--- src/rtl/demux4_64_q_pkg.sv ---
`default_nettype none
// ============================================================================
//  Package     : demux_pkg
//  Description : Shared definitions for the 1-to-4 queued distributor:
//                destination select type, select encodings and a one-hot
//                decode helper.
//  Contents    : sel_t        - 2-bit destination select
//                SEL_*        - select encodings (0=outZero .. 3=outThree)
//                sel_onehot() - 2-bit select to 4-bit one-hot
//  Revision    : 1.0 - initial release
// ============================================================================
package demux_pkg;

   typedef logic [1:0] sel_t;

   localparam sel_t SEL_ZERO  = 2'd0;
   localparam sel_t SEL_ONE   = 2'd1;
   localparam sel_t SEL_TWO   = 2'd2;
   localparam sel_t SEL_THREE = 2'd3;

   localparam int NUM_DEST = 4;

   // Bit i of the result is set when s selects destination i.
   function automatic logic [NUM_DEST-1:0] sel_onehot(input sel_t s);
      logic [NUM_DEST-1:0] oh;
      oh = '0;
      oh[s] = 1'b1;
      return oh;
   endfunction

endpackage : demux_pkg
`default_nettype wire

--- src/rtl/demux4_64_q_dest_queue.sv ---
`default_nettype none
// ============================================================================
//  Module      : dest_queue
//  Description : Single-destination synchronous FIFO. Storage is cleared by
//                reset so the head word reads 0 until the first push.
//  Ports       : clk        - clock, all state updates on posedge
//                reset      - synchronous, active-low clear of all state
//                push       - write push_data (ignored unless can_push)
//                push_data  - word to enqueue
//                pop        - consumer takes head (ignored while empty)
//                head_data  - word at the read pointer
//                not_empty  - queue holds at least one word
//                can_push   - a push this cycle would be accepted
//                count      - number of stored words, 0..DEPTH
//  Revision    : 1.0 - initial release
// ============================================================================
module dest_queue #(
   parameter int WIDTH = 64,
   parameter int DEPTH = 2
) (
   input  logic                     clk,
   input  logic                     reset,
   input  logic                     push,
   input  logic [WIDTH-1:0]         push_data,
   input  logic                     pop,
   output logic [WIDTH-1:0]         head_data,
   output logic                     not_empty,
   output logic                     can_push,
   output logic [$clog2(DEPTH):0]   count
);

   localparam int PTR_W = $clog2(DEPTH);
   localparam int CNT_W = PTR_W + 1;

   logic [WIDTH-1:0] mem [DEPTH];
   logic [PTR_W-1:0] rd_ptr;
   logic [PTR_W-1:0] wr_ptr;
   logic [CNT_W-1:0] cnt;

   logic pop_eff;
   logic push_eff;

   assign not_empty = (cnt != '0);
   assign pop_eff   = pop & not_empty;
   // A full queue still accepts when the head leaves in the same cycle:
   // the freed slot is exactly the one the write pointer now addresses.
   assign can_push  = (cnt < CNT_W'(DEPTH)) | pop_eff;
   assign push_eff  = push & can_push;

   assign head_data = mem[rd_ptr];
   assign count     = cnt;

   always_ff @(posedge clk) begin
      if (!reset) begin
         rd_ptr <= '0;
         wr_ptr <= '0;
         cnt    <= '0;
         for (int k = 0; k < DEPTH; k++) begin
            mem[k] <= '0;
         end
      end else begin
         if (push_eff) begin
            mem[wr_ptr] <= push_data;
            wr_ptr      <= wr_ptr + PTR_W'(1);
         end
         if (pop_eff) begin
            rd_ptr <= rd_ptr + PTR_W'(1);
         end
         case ({push_eff, pop_eff})
            2'b10:   cnt <= cnt + CNT_W'(1);
            2'b01:   cnt <= cnt - CNT_W'(1);
            default: cnt <= cnt;
         endcase
      end
   end

endmodule : dest_queue
`default_nettype wire

--- src/rtl/demux4_64_q.sv ---
`default_nettype none
// ============================================================================
//  Module      : demux4_64_q
//  Description : 64-bit 1-to-4 distributor. A producer word is steered by
//                in_sel into one of four independent queues; each queue
//                drains to its own consumer through valid/ready.
//  Ports       : clk        - clock
//                reset      - synchronous, active-low
//                in_valid   - producer has a word
//                in_ready   - word accepted this cycle (selected queue only)
//                in_sel     - destination 0..3
//                in_data    - word to route
//                outZero..outThree - head word of each queue
//                out_valid  - bit i: queue i non-empty
//                out_ready  - bit i: consumer i takes the head word
//                occupancy  - per-queue entry count, queue i in slice i
//  Revision    : 1.0 - initial release
// ============================================================================
module demux4_64_q
   import demux_pkg::*;
#(
   parameter int WIDTH = 64,
   parameter int DEPTH = 2
) (
   input  logic                              clk,
   input  logic                              reset,
   input  logic                              in_valid,
   output logic                              in_ready,
   input  logic [1:0]                        in_sel,
   input  logic [WIDTH-1:0]                  in_data,
   output logic [WIDTH-1:0]                  outThree,
   output logic [WIDTH-1:0]                  outTwo,
   output logic [WIDTH-1:0]                  outOne,
   output logic [WIDTH-1:0]                  outZero,
   output logic [3:0]                        out_valid,
   input  logic [3:0]                        out_ready,
   output logic [4*($clog2(DEPTH)+1)-1:0]    occupancy
);

   localparam int CNT_W = $clog2(DEPTH) + 1;

   logic [WIDTH-1:0]    head     [NUM_DEST];
   logic [NUM_DEST-1:0] can_push;
   logic [NUM_DEST-1:0] push_vec;
   logic [NUM_DEST-1:0] sel_dec;

   // Readiness looks only at the addressed queue, so a stalled consumer
   // never blocks traffic headed for the other three.
   assign in_ready = can_push[in_sel];
   assign sel_dec  = sel_onehot(sel_t'(in_sel));
   assign push_vec = {NUM_DEST{in_valid & in_ready}} & sel_dec;

   for (genvar i = 0; i < NUM_DEST; i++) begin : g_queue
      logic [CNT_W-1:0] cnt;

      dest_queue #(
         .WIDTH (WIDTH),
         .DEPTH (DEPTH)
      ) u_queue (
         .clk       (clk),
         .reset     (reset),
         .push      (push_vec[i]),
         .push_data (in_data),
         .pop       (out_ready[i]),
         .head_data (head[i]),
         .not_empty (out_valid[i]),
         .can_push  (can_push[i]),
         .count     (cnt)
      );

      assign occupancy[i*CNT_W +: CNT_W] = cnt;
   end

   assign outZero  = head[SEL_ZERO];
   assign outOne   = head[SEL_ONE];
   assign outTwo   = head[SEL_TWO];
   assign outThree = head[SEL_THREE];

endmodule : demux4_64_q
`default_nettype wire

--- config.mk ---
export PLATFORM = sky130hd
export DESIGN_NAME = demux4_64_q
export DESIGN_NICKNAME = d
export VERILOG_FILES = /design/src/rtl/demux4_64_q_pkg.sv /design/src/rtl/demux4_64_q_dest_queue.sv /design/src/rtl/demux4_64_q.sv
export SDC_FILE = /design/constraint.sdc
export NUM_CORES = 1
export LEC_CHECK = 0
export BUFFER_PORTS_ARGS = -buffer_cell sky130_fd_sc_hd__buf_2
export CORE_MARGIN = 2
export CORE_UTILIZATION = 50
export CTS_CLUSTER_SIZE = 28
export DETAILED_ROUTE_END_ITERATION = 12
export PLACE_DENSITY = 0.81
export SYNTH_ARGS = -nofsm -noshare
export SYNTH_HDL_FRONTEND = slang
export SYNTH_SLANG_ARGS = --single-unit
--- constraint.sdc ---
create_clock -name clk -period 16.7 [get_ports clk]
set_input_delay 3.34 -clock clk [delete_from_list [all_inputs] [get_ports clk]]
set_output_delay 3.34 -clock clk [all_outputs]
set_load 0.05 [all_outputs]
==> results of run 1 <==
-- layout make-up --
| class | count | area share, % |
|---|---|---|
| clock buffer | 65 | 5.31 |
| tap | 592 | 2.87 |
| clock inverter | 28 | 0.693 |
| inverter | 1 | 0.0145 |
| timing repair buffer | 355 | 7.02 |
| sequential | 532 | 61.2 |
| antenna | 1 | 0.00970 |
| multi-input combinational | 921 | 22.9 |
-- metrics by stage --
step / cell area [µm²] / hold slack, ps / total power [mW] / worst slack [ps] / util (%)
4_1_cts: 25800 / 509 / 3.38 / 8980 / 58.6
6_report: 25800 / 508 / 3.37 / 8980 / 58.6
2_1_floorplan: 22200 / 454 / 2.15 / 7790 / -
5_1_grt: 25800 / 533 / 3.47 / 8960 / 58.6
3_3_place_gp: 24200 / 477 / 2.30 / 8990 / 55.1
3_5_place_dp: 24200 / 496 / 2.31 / 8990 / 55.1
-- logic make-up (layout without fill, tap and decap cells) --
kind of cell	Yosys count	after routing	share of synthesized area, %
AND/OR/NAND/NOR	624	624	11.5
flip-flops	532	532	71.1
multiplexers	261	261	13.3
buffers and inverters	99	449	2.94
AO/OA/AOI/OAI	20	20	0.541
XOR/XNOR	12	12	0.473
adder cells (fa/ha/maj)	4	4	0.225
other	0	1	0
-- per-layer routing --
| layer | routed length [µm] | part of all wire (%) | vias up |
|---|---|---|---|
| met5 | 0 | 0 | - |
| met4 | 1540 | 2.8 | 0 |
| met3 | 4860 | 8.8 | 101 |
| met2 | 26800 | 48 | 617 |
| met1 | 22100 | 40 | 6971 |
| li1 | - | - | 6084 |
-- sequential cells by signal (all words and copies together) (netlist names), named ones only --
| signal | count |
|---|---|
| g_queue.u_queue.wr_ptr | 4 |
| g_queue.u_queue.mem | 512 |
| g_queue.u_queue.count | 8 |
| g_queue.u_queue.rd_ptr | 4 |
-- layout by cell type (no fill, tap or decap), types with 8 or more instances in the layout --
cell type	instances
sky130_fd_sc_hd__xnor2_1	12
sky130_fd_sc_hd__nor2b_1	8
sky130_fd_sc_hd__mux2_2	256
sky130_fd_sc_hd__clkinv_1	12
sky130_fd_sc_hd__buf_4	14
sky130_fd_sc_hd__nand2_2	10
sky130_fd_sc_hd__clkinv_2	13
sky130_fd_sc_hd__o21ai_4	8
sky130_fd_sc_hd__buf_2	341
sky130_fd_sc_hd__dfxtp_1	16
sky130_fd_sc_hd__clkbuf_1	12
sky130_fd_sc_hd__clkbuf_16	53
sky130_fd_sc_hd__nand2_4	10
sky130_fd_sc_hd__nand2_1	48
sky130_fd_sc_hd__nand2b_1	8
sky130_fd_sc_hd__nor2_1	513
sky130_fd_sc_hd__edfxtp_1	512
-- worst paths after layout --
kind,from,depth (start not counted),to,slack [ps]
max,out_ready[0],4,in_ready,8980
min,g_queue[3].u_queue.wr_ptr,2,g_queue[3].u_queue.wr_ptr,510
max reg2reg,g_queue[1].u_queue.count[1],4,g_queue[1].u_queue.mem[1][22],13430
min reg2reg,g_queue[3].u_queue.wr_ptr,2,g_queue[3].u_queue.wr_ptr,510
-- power by group --
| part | switching [mW] | total [mW] | internal [mW] |
|---|---|---|---|
| combinational | 0.493 | 0.677 | 0.184 |
| clock | 0.476 | 1.09 | 0.609 |
| sequential | 0.0721 | 1.60 | 1.53 |
-- critical path: cells and delay by family --
kind	cells	cell delay, ps
buffers and inverters	2	330
and+or+nand+nor	1	220
muxes	1	480
==> impl_metrics.toml, run 1 <==
[status]
outcome = "complete, no violations"

[clocking]
cts_tree = "done"
clk_pin_slew_worst_paths_ps = 60
clock_tree.buffer_depth = 3
cts_hold_buf = 0
cts_post_setup_buffers_inserted = 0
clock-root-buffer = "sky130_fd_sc_hd__clkbuf_16"
clock_network_latency_to_the_later_pin_of_the_worst_skew_pair_ps = 580
cts.sinks = 532
cts-buffers-inserted = 51
cts-resized-gates = 0
ctsHtreeMaxLevel = 2

[sta]
finalCritPeriodShare_pct = 46.2
max_freq_mhz = 130
tightest_slew_ps = 1110
fin_crit_ps = 7720
final_max_slew_viol_count = 0
maxSlewHeadroom_pct = 26.1
finalHoldViolations = 0
final-setup-viol-count = 0
finalSetupTns_ps = 0
fin_worst_skew_ps = 11.5
rsz0062_at_grt = "no"

[synth]
cell_area_after_synthesis_um2 = 22200
synthMostInstantiatedCell = "sky130_fd_sc_hd__nor2_1"
synthCells = 1552
synth_common_cells = "sky130_fd_sc_hd__nor2_1 (513), sky130_fd_sc_hd__edfxtp_1 (512), sky130_fd_sc_hd__mux2_2 (256)"
synth_cell_types = 30
ys.flop_type = "sky130_fd_sc_hd__edfxtp_1"
synth.top_cells.by_area = "sky130_fd_sc_hd__edfxtp_1 (69%), sky130_fd_sc_hd__mux2_2 (13%), sky130_fd_sc_hd__nor2_1 (8.7%), sky130_fd_sc_hd__dfxtp_1 (1.8%), sky130_fd_sc_hd__buf_2 (1.3%)"
synth_area_leader_cell = "sky130_fd_sc_hd__edfxtp_1"
synth_nets = 1629
async_reset_ff_share_pct = 0
synth-seq-cells = 532
ys_warnings = 0
synth-edff-count = 512
synth_sequential_area_ratio_pct = 71.1
syn_area_per_cell_um2 = 14.3
area_fraction_of_the_dominant_cell_type_after_synthesis_pct = 69.3

[floorplan]
die_width_um = 215
die_height_um = 215
die_area_um2 = 46100
top_level_ports = 342
initial_core_util_pct = 50.4
core-area_um2 = 44000
placementRows = 77

[global_routing]
overflow = 0
grt_pass1_vias = 13700
routing_layer_with_the_top_usage_in_global_route = "met2"
grt_use_total_pct = 23.6
use_met1_pct = 31.2
global_route.usage.met2_pct = 38.7
largest_net_degree_at_the_start_of_global_routing = 66
antenna_found_initial = 1
grt_first_pass_wirelength_um = 82400
grt_util_met3_pct = 5.96

[placement]
dpl.hpwl_um = 32700
gp_congestion = 0.764
cell_count_after_placement = 2401
io_buffers = 341

[worst_setup_path]
timing.critical_path.cells = "buf_2 > nand2b_1 > mux4_2 > buf_2"
worstPathArrival_ps = 4380
critical-path-max-stage-delay_ps = 480
element_type_at_the_critical_path_start = "input pin"
timing.setup.critical_path_class = "in2out"
cp.required_ps = 13360
cpMaxStageDelayCell = "sky130_fd_sc_hd__mux4_2"
cpMostUsedCell = "sky130_fd_sc_hd__buf_2"
crit_path_end_kind = "output port"
worstPathMaxFanout = 4

[drt]
vias = 13800
postRouteAntennaNets = 0
avgViaCountPerCell = 5.52
wl_um = 55300
route.detailed.drc = 0
detailedRoute.firstIterationViolations = 1301
post_detailed_route_wirelength_per_cell_um = 22.2
drt_first_pass_iters = 5

[power_and_ir_drop]
power_leakage_nw = 9.83
highest_ir_drop_seen_on_vdd_mv = 0.0823
pwr_density_cell_nw_per_um2 = 130

[finish]
drive_gt1_share_pct = 37.9
area.sequential_um2 = 15800
fin_nets = 1939
area_delta_synth_final_pct = 16.2
layout.cells.non_filler = 2495
multi_input_area_um2 = 5900
layout.filler_cells = 3367

[min_path]
hp-class = "reg2reg"

[flow_run]
drv_cap = 0
Power figures use the tool's default switching activity.
==> inputs of run 2 (changes only) <==
--- a/config.mk
+++ b/config.mk
@@ -5,6 +5,7 @@
 export SDC_FILE = /design/constraint.sdc
 export NUM_CORES = 1
 export LEC_CHECK = 0
+export ABC_AREA = 1
 export BUFFER_PORTS_ARGS = -buffer_cell sky130_fd_sc_hd__buf_2
 export CORE_MARGIN = 2
 export CORE_UTILIZATION = 50
==> constraint.sdc (replaced) <==
create_clock -name clk -period 7.7 [get_ports clk]
set_input_delay 1.54 -clock clk [delete_from_list [all_inputs] [get_ports clk]]
set_output_delay 1.54 -clock clk [all_outputs]
set_load 0.05 [all_outputs]
==> run 2 against run 1 <==
- clock skew is 7.1 ps higher
- cell area is 0.84% higher
- critical path depth is 4 higher
- worst setup slack worse by 5400 ps
- sequential share of layout area is 0.51 points lower
- wire length is 6.1% lower
- non-clock buffer count is 13 lower
- sequential cell count stayed put
- global-route usage is 1.4 points lower
- final cell count is 0.64% higher
- largest power group unchanged
==> impl_metrics.toml, run 2 <==
[floorplan]
top_level_ports = 342
die_area_um2 = 46500
initial_core_util_pct = 50.6
core-area_um2 = 44200
placementRows = 77
die_width_um = 216
die_height_um = 216

[clocking]
clock_tree.buffer_depth = 3
cts.sinks = 532
cts-resized-gates = 0
clk_pin_slew_worst_paths_ps = 60
cts_hold_buf = 0
cts_post_setup_buffers_inserted = 0
clock-root-buffer = "sky130_fd_sc_hd__clkbuf_16"
clock_network_latency_to_the_later_pin_of_the_worst_skew_pair_ps = 580
ctsHtreeMaxLevel = 2
cts-buffers-inserted = 52
cts_tree = "done"

[worst_setup_path]
worstPathMaxFanout = 66
r2r.worst_path.cells = 7
path_depth = 8
timing.critical_path.cells = "buf_2 > inv_2 > nand2_1 > nand3_2 > nand3_1 > nor2_1 > nand3_4 > nand2_4"
critical_path.n_buffers_inverters = 2
crit_path_end_kind = "flip-flop"
timing.setup.critical_path_class = "in2reg"
element_type_at_the_critical_path_start = "input pin"
critical-path-max-stage-delay_ps = 1050
cp.required_ps = 7900
worstPathArrival_ps = 4270
critical_path_s_top_delay_family = "simple AND/OR/NAND/NOR gates"
cpMaxStageDelayCell = "sky130_fd_sc_hd__nand2_4"

[sta]
final_max_slew_viol_count = 0
fin_crit_ps = 4070
maxSlewHeadroom_pct = 24.4
tightest_slew_ps = 1130
fin_worst_skew_ps = 18.6
max_freq_mhz = 246
final-setup-viol-count = 0
finalCritPeriodShare_pct = 52.9
finalHoldViolations = 0
finalSetupTns_ps = 0
rsz0062_at_grt = "no"

[global_routing]
grt_use_total_pct = 22.2
grt_first_pass_wirelength_um = 78200
overflow = 0
largest_net_degree_at_the_start_of_global_routing = 67
antenna_found_initial = 0
grt_pass1_vias = 13200

[drt]
postRouteAntennaNets = 0
wl_um = 51900
vias = 13200
avgViaCountPerCell = 5.27
route.detailed.drc = 0
detailedRoute.firstIterationViolations = 1000
drt_first_pass_iters = 5
post_detailed_route_wirelength_per_cell_um = 20.7

[finish]
drive_gt1_share_pct = 39.2
layout.filler_cells = 3454
largest_register_ff_count = 512
mostFrequentLayoutCells = "sky130_fd_sc_hd__edfxtp_1 (512), sky130_fd_sc_hd__nor2_1 (465), sky130_fd_sc_hd__buf_2 (341)"
antenna_cells = 0
final_common_cell = "sky130_fd_sc_hd__edfxtp_1"
regMostFlops = "g_queue.u_queue.mem"
area_delta_synth_final_pct = 16.3
fin_nets = 1955
utilization_after_layout_pct = 58.8

[min_path]
min_delay_path_depth = 1
hp-class = "reg2reg"

[placement]
io_buffers = 341
dpl.hpwl_um = 32600
gp_congestion = 0.796

[synth]
synthCells = 1573
async_reset_ff_share_pct = 0
syn_area_per_cell_um2 = 14.2
synth-edff-count = 512
synth.top_cells.by_area = "sky130_fd_sc_hd__edfxtp_1 (69%), sky130_fd_sc_hd__mux2_2 (13%), sky130_fd_sc_hd__nor2_1 (7.8%), sky130_fd_sc_hd__nor2_4 (2.5%), sky130_fd_sc_hd__dfxtp_1 (1.8%)"
cell_area_after_synthesis_um2 = 22400
synth_nets = 1650
synth-seq-cells = 532
ys_warnings = 0
synthMostInstantiatedCell = "sky130_fd_sc_hd__edfxtp_1"
synth_area_leader_cell = "sky130_fd_sc_hd__edfxtp_1"
ys.flop_type = "sky130_fd_sc_hd__edfxtp_1"
area_fraction_of_the_dominant_cell_type_after_synthesis_pct = 68.7
synth_sequential_area_ratio_pct = 70.5
synth_cell_types = 22
synth_common_cells = "sky130_fd_sc_hd__edfxtp_1 (512), sky130_fd_sc_hd__nor2_1 (465), sky130_fd_sc_hd__mux2_2 (256)"

[status]
outcome = "complete, no violations"

[power_and_ir_drop]
highest_ir_drop_seen_on_vdd_mv = 0.177
finalPower_mw = 6.97
power_leakage_nw = 10.8
pwr_density_cell_nw_per_um2 = 268

[flow_run]
drv_cap = 0
[run 2: area by class of cell]
class / instances / area, µm² / share of cell area (%)
Clock inverter: 26 / 256 / 0.986
Inverter: 86 / 323 / 1.24
Tap cell: 592 / 741 / 2.85
Timing Repair Buffer: 342 / 1710 / 6.59
Multi-Input combinational cell: 864 / 5790 / 22.2
Sequential cell: 532 / 15800 / 60.7
Clock buffer: 69 / 1410 / 5.41
[run 2: path summary, 6_finish.rpt]
check | start | to | slack, ps
hold reg to reg | g_queue[2].u_queue.rd_ptr | flip-flop | 460
setup reg to reg | g_queue[3].u_queue.count[1] | g_queue[3].u_queue.mem[0][30] | 4350
hold / removal | g_queue[2].u_queue.rd_ptr | flip-flop | 460
setup / recovery | in_sel[0] | g_queue[3].u_queue.mem[0][30] | 3630
[run 2: power breakdown]
group / internal [mW] / total, mW / switching [mW] / leakage (nW)
Clock: 1.45 / 2.50 / 1.05 / 0.816
Combinational: 0.268 / 1.08 / 0.809 / 4.49
Sequential: 3.30 / 3.40 / 0.0956 / 5.49
[run 2: metal layers]
| layer | routed length, µm | up-vias | global-route usage [%] |
|---|---|---|---|
| met5 | 0 | - | 0 |
| met4 | 1300 | 0 | 6.21 |
| met3 | 3560 | 73 | 4.36 |
| met2 | 25900 | 502 | 36.9 |
| met1 | 21200 | 6620 | 30.0 |
| li1 | - | 6050 | - |
[run 2: cells by family after synthesis]
family                   after synthesis  share of synthesized area (%)
AND/OR/NAND/NOR                      566                           11.4
flip-flops                           532                           70.5
multiplexers                         256                           12.9
buffers and inverters                177                           4.12
AO/OA/AOI/OAI                         38                          0.867
adder cells (fa/ha/maj)                4                          0.224
[run 2: metrics by stage]
stage / cells / area, µm² / hold WS [ps] / worst slack [ps]
6_report: 2511 / 26000 / 455 / 3630
3_3_place_gp: 2416 / 24400 / 425 / 3010
3_5_place_dp: 2416 / 24400 / 431 / 3010
5_1_grt: 2511 / 26000 / 468 / 3310
4_1_cts: 2511 / 26000 / 456 / 3590
2_1_floorplan: 1573 / 22400 / 426 / 3410
==> inputs of run 3 (changes only) <==
--- a/config.mk
+++ b/config.mk
@@ -5,7 +5,7 @@
 export SDC_FILE = /design/constraint.sdc
 export NUM_CORES = 1
 export LEC_CHECK = 0
-export ABC_AREA = 1
+export ABC_AREA = 0
 export BUFFER_PORTS_ARGS = -buffer_cell sky130_fd_sc_hd__buf_2
 export CORE_MARGIN = 2
 export CORE_UTILIZATION = 50
==> constraint.sdc (replaced) <==
create_clock -name clk -period 3.9 [get_ports clk]
set_input_delay 0.78 -clock clk [delete_from_list [all_inputs] [get_ports clk]]
set_output_delay 0.78 -clock clk [all_outputs]
set_load 0.05 [all_outputs]
==> run 3 against run 2 <==
- sequential share of layout area decreased by 0.51 points
- global-route usage increased by 2.9 points
- via count increased by 5.1%
- critical path type is now reg2out
- clock power increased by 110%
- first-iteration DRC count increased by 44%
- non-clock buffer count increased by 27
- highest routed layer unchanged
==> impl_metrics.toml, run 3 (same netlist as run 1, synthesis figures left out) <==
[worst_setup_path]
timing.critical_path.cells = "buf_12 > mux2_2 > buf_2"
timing.setup.critical_path_class = "reg2out"
element_type_at_the_critical_path_start = "flip-flop"
worstPathMaxFanout = 37
crit_path_end_kind = "output port"
reg_to_reg_setup_timing_slack_ps = 1740
r2r.worst_path.cells = 4
critical_path_s_top_delay_family = "flip-flops"
critical-path-max-stage-delay_ps = 780
cpMaxStageDelayCell = "sky130_fd_sc_hd__dfxtp_4"
rr_startpoint = "g_queue[1].u_queue.count[1]"
worstReg2RegEnd = "g_queue[1].u_queue.mem[1][34]"
cp.required_ps = 3120
critical_path.n_buffers_inverters = 2
worstPathArrival_ps = 2300

[clocking]
clock_tree.buffer_depth = 3
cts-buffers-inserted = 52
cts.sinks = 532
clock-root-buffer = "sky130_fd_sc_hd__clkbuf_16"
cts_hold_buf = 0
ctsHtreeMaxLevel = 2
cts-resized-gates = 0
clock_network_latency_to_the_later_pin_of_the_worst_skew_pair_ps = 590
cts_post_setup_buffers_inserted = 0
clk_pin_slew_worst_paths_ps = 60
cts_tree = "done"

[sta]
finalSetupTns_ps = 0
final_max_slew_viol_count = 0
tightest_slew_ps = 1020
max_freq_mhz = 325
final-setup-viol-count = 0
rsz0062_at_grt = "no"
fin_worst_skew_ps = 18.7
finalCritPeriodShare_pct = 78.9
finalHoldViolations = 0
post-route-worst-setup-slack_ps = 823
maxSlewHeadroom_pct = 32.2
fin_crit_ps = 3080

[placement]
gp_congestion = 0.787
io_buffers = 341
dpl.hpwl_um = 34100
placedInstanceArea_um2 = 24500
preCtsSetupSlack_ps = 908
cell_count_after_placement = 2415

[drt]
avgViaCountPerCell = 5.54
postRouteAntennaNets = 0
detailedRoute.firstIterationViolations = 1441
route.detailed.drc = 0
drt_first_pass_iters = 5
post_detailed_route_wirelength_per_cell_um = 23.4
vias = 13900
wl_um = 58800

[finish]
layout.filler_cells = 3333
mostFrequentLayoutCells = "sky130_fd_sc_hd__nor2_1 (513), sky130_fd_sc_hd__edfxtp_1 (512), sky130_fd_sc_hd__buf_2 (341)"
drive_gt1_share_pct = 38.7
largest_register_ff_count = 512
area_delta_synth_final_pct = 18.2
regMostFlops = "g_queue.u_queue.mem"
layout.cells.non_filler = 2511
final_common_cell = "sky130_fd_sc_hd__nor2_1"
fin_nets = 1954
final_area_um2 = 26200

[min_path]
hold_start = "g_queue[3].u_queue.wr_ptr"
holdPathEnd = "g_queue[3].u_queue.wr_ptr"
min_delay_path_depth = 2
hp-class = "reg2reg"

[power_and_ir_drop]
highest_ir_drop_seen_on_vdd_mv = 0.476
power_leakage_nw = 10.0
finalPower_mw = 15.0
pwr_density_cell_nw_per_um2 = 572

[global_routing]
grt_use_total_pct = 25.1
antenna_found_initial = 3
overflow = 0
largest_net_degree_at_the_start_of_global_routing = 65
grt_first_pass_wirelength_um = 86600
grt_pass1_vias = 14200

[floorplan]
die_height_um = 215
placementRows = 77
initial_core_util_pct = 50.4
die_width_um = 215
top_level_ports = 342
core-area_um2 = 44000
die_area_um2 = 46100

[flow_run]
drv_cap = 0

[status]
outcome = "complete, no violations"
[run 3: changes by cell type in the layout (fill, tap and decap cells not counted), sizes merged, moves of 5 or more]
cell / delta
clkbuf: -10
nor2b: +8
inv: -86
o21ai: -5
buf: +27
and2: +5
xnor2: +12
nand2: +33
a21oi: -21
nor2: -5
nand2b: +8
[run 3: metrics by stage]
step | hold WS, ps | util [%]
2_1_floorplan | 454 | -
3_3_place_gp | 463 | 55.6
3_5_place_dp | 482 | 55.6
4_1_cts | 485 | 59.6
5_1_grt | 526 | 59.6
6_report | 482 | 59.6
[run 3: area by class of cell]
class	instances	area (µm²)	area share (%)
Tap cell	592	741	2.82
Antenna cell	3	7.51	0.0286
Sequential cell	532	15800	60.2
Inverter	1	3.75	0.0143
Multi-Input combinational cell	921	5900	22.5
Clock inverter	34	392	1.49
Timing Repair Buffer	369	2050	7.83
Clock buffer	59	1350	5.14
[run 3: power by group]
| part | internal [mW] | leakage, nW | total [mW] | switching, mW |
|---|---|---|---|---|
| logic | 0.826 | 3.68 | 3.09 | 2.27 |
| registers | 6.55 | 5.50 | 6.75 | 0.200 |
| clock network | 3.06 | 0.846 | 5.15 | 2.08 |
| total | 10.4 | 10.0 | 15.0 | 4.55 |
[run 3: worst max path at each step]
stage / end / cells past startpoint / from
floorplan: g_queue[2].u_queue.mem[0][0] / 4 / in_sel[0]
global placement: g_queue[1].u_queue.mem[1][22] / 5 / reset
detailed placement: g_queue[1].u_queue.mem[1][18] / 5 / reset
CTS: outZero[1] / 3 / flip-flop
global route: outZero[1] / 3 / flip-flop
finish: outZero[1] / 3 / flip-flop
[run 3: worst reg2reg max path, delay by kind of cell (launching register included)]
kind,cells,cell delay [ps]
AOI/OAI and AO/OA,1,330
buffers and inverters,1,390
DFF,1,350
and+or+nand+nor,2,650
[run 3: layer usage]
layer | vias up | share of wire [%] | track usage, %
met1 | 7002 | 41 | 33.9
met4 | 0 | 2.4 | 7.48
met2 | 705 | 49 | 41.4
li1 | 6105 | - | -
met3 | 105 | 8.6 | 5.25
met5 | - | 0 | 0
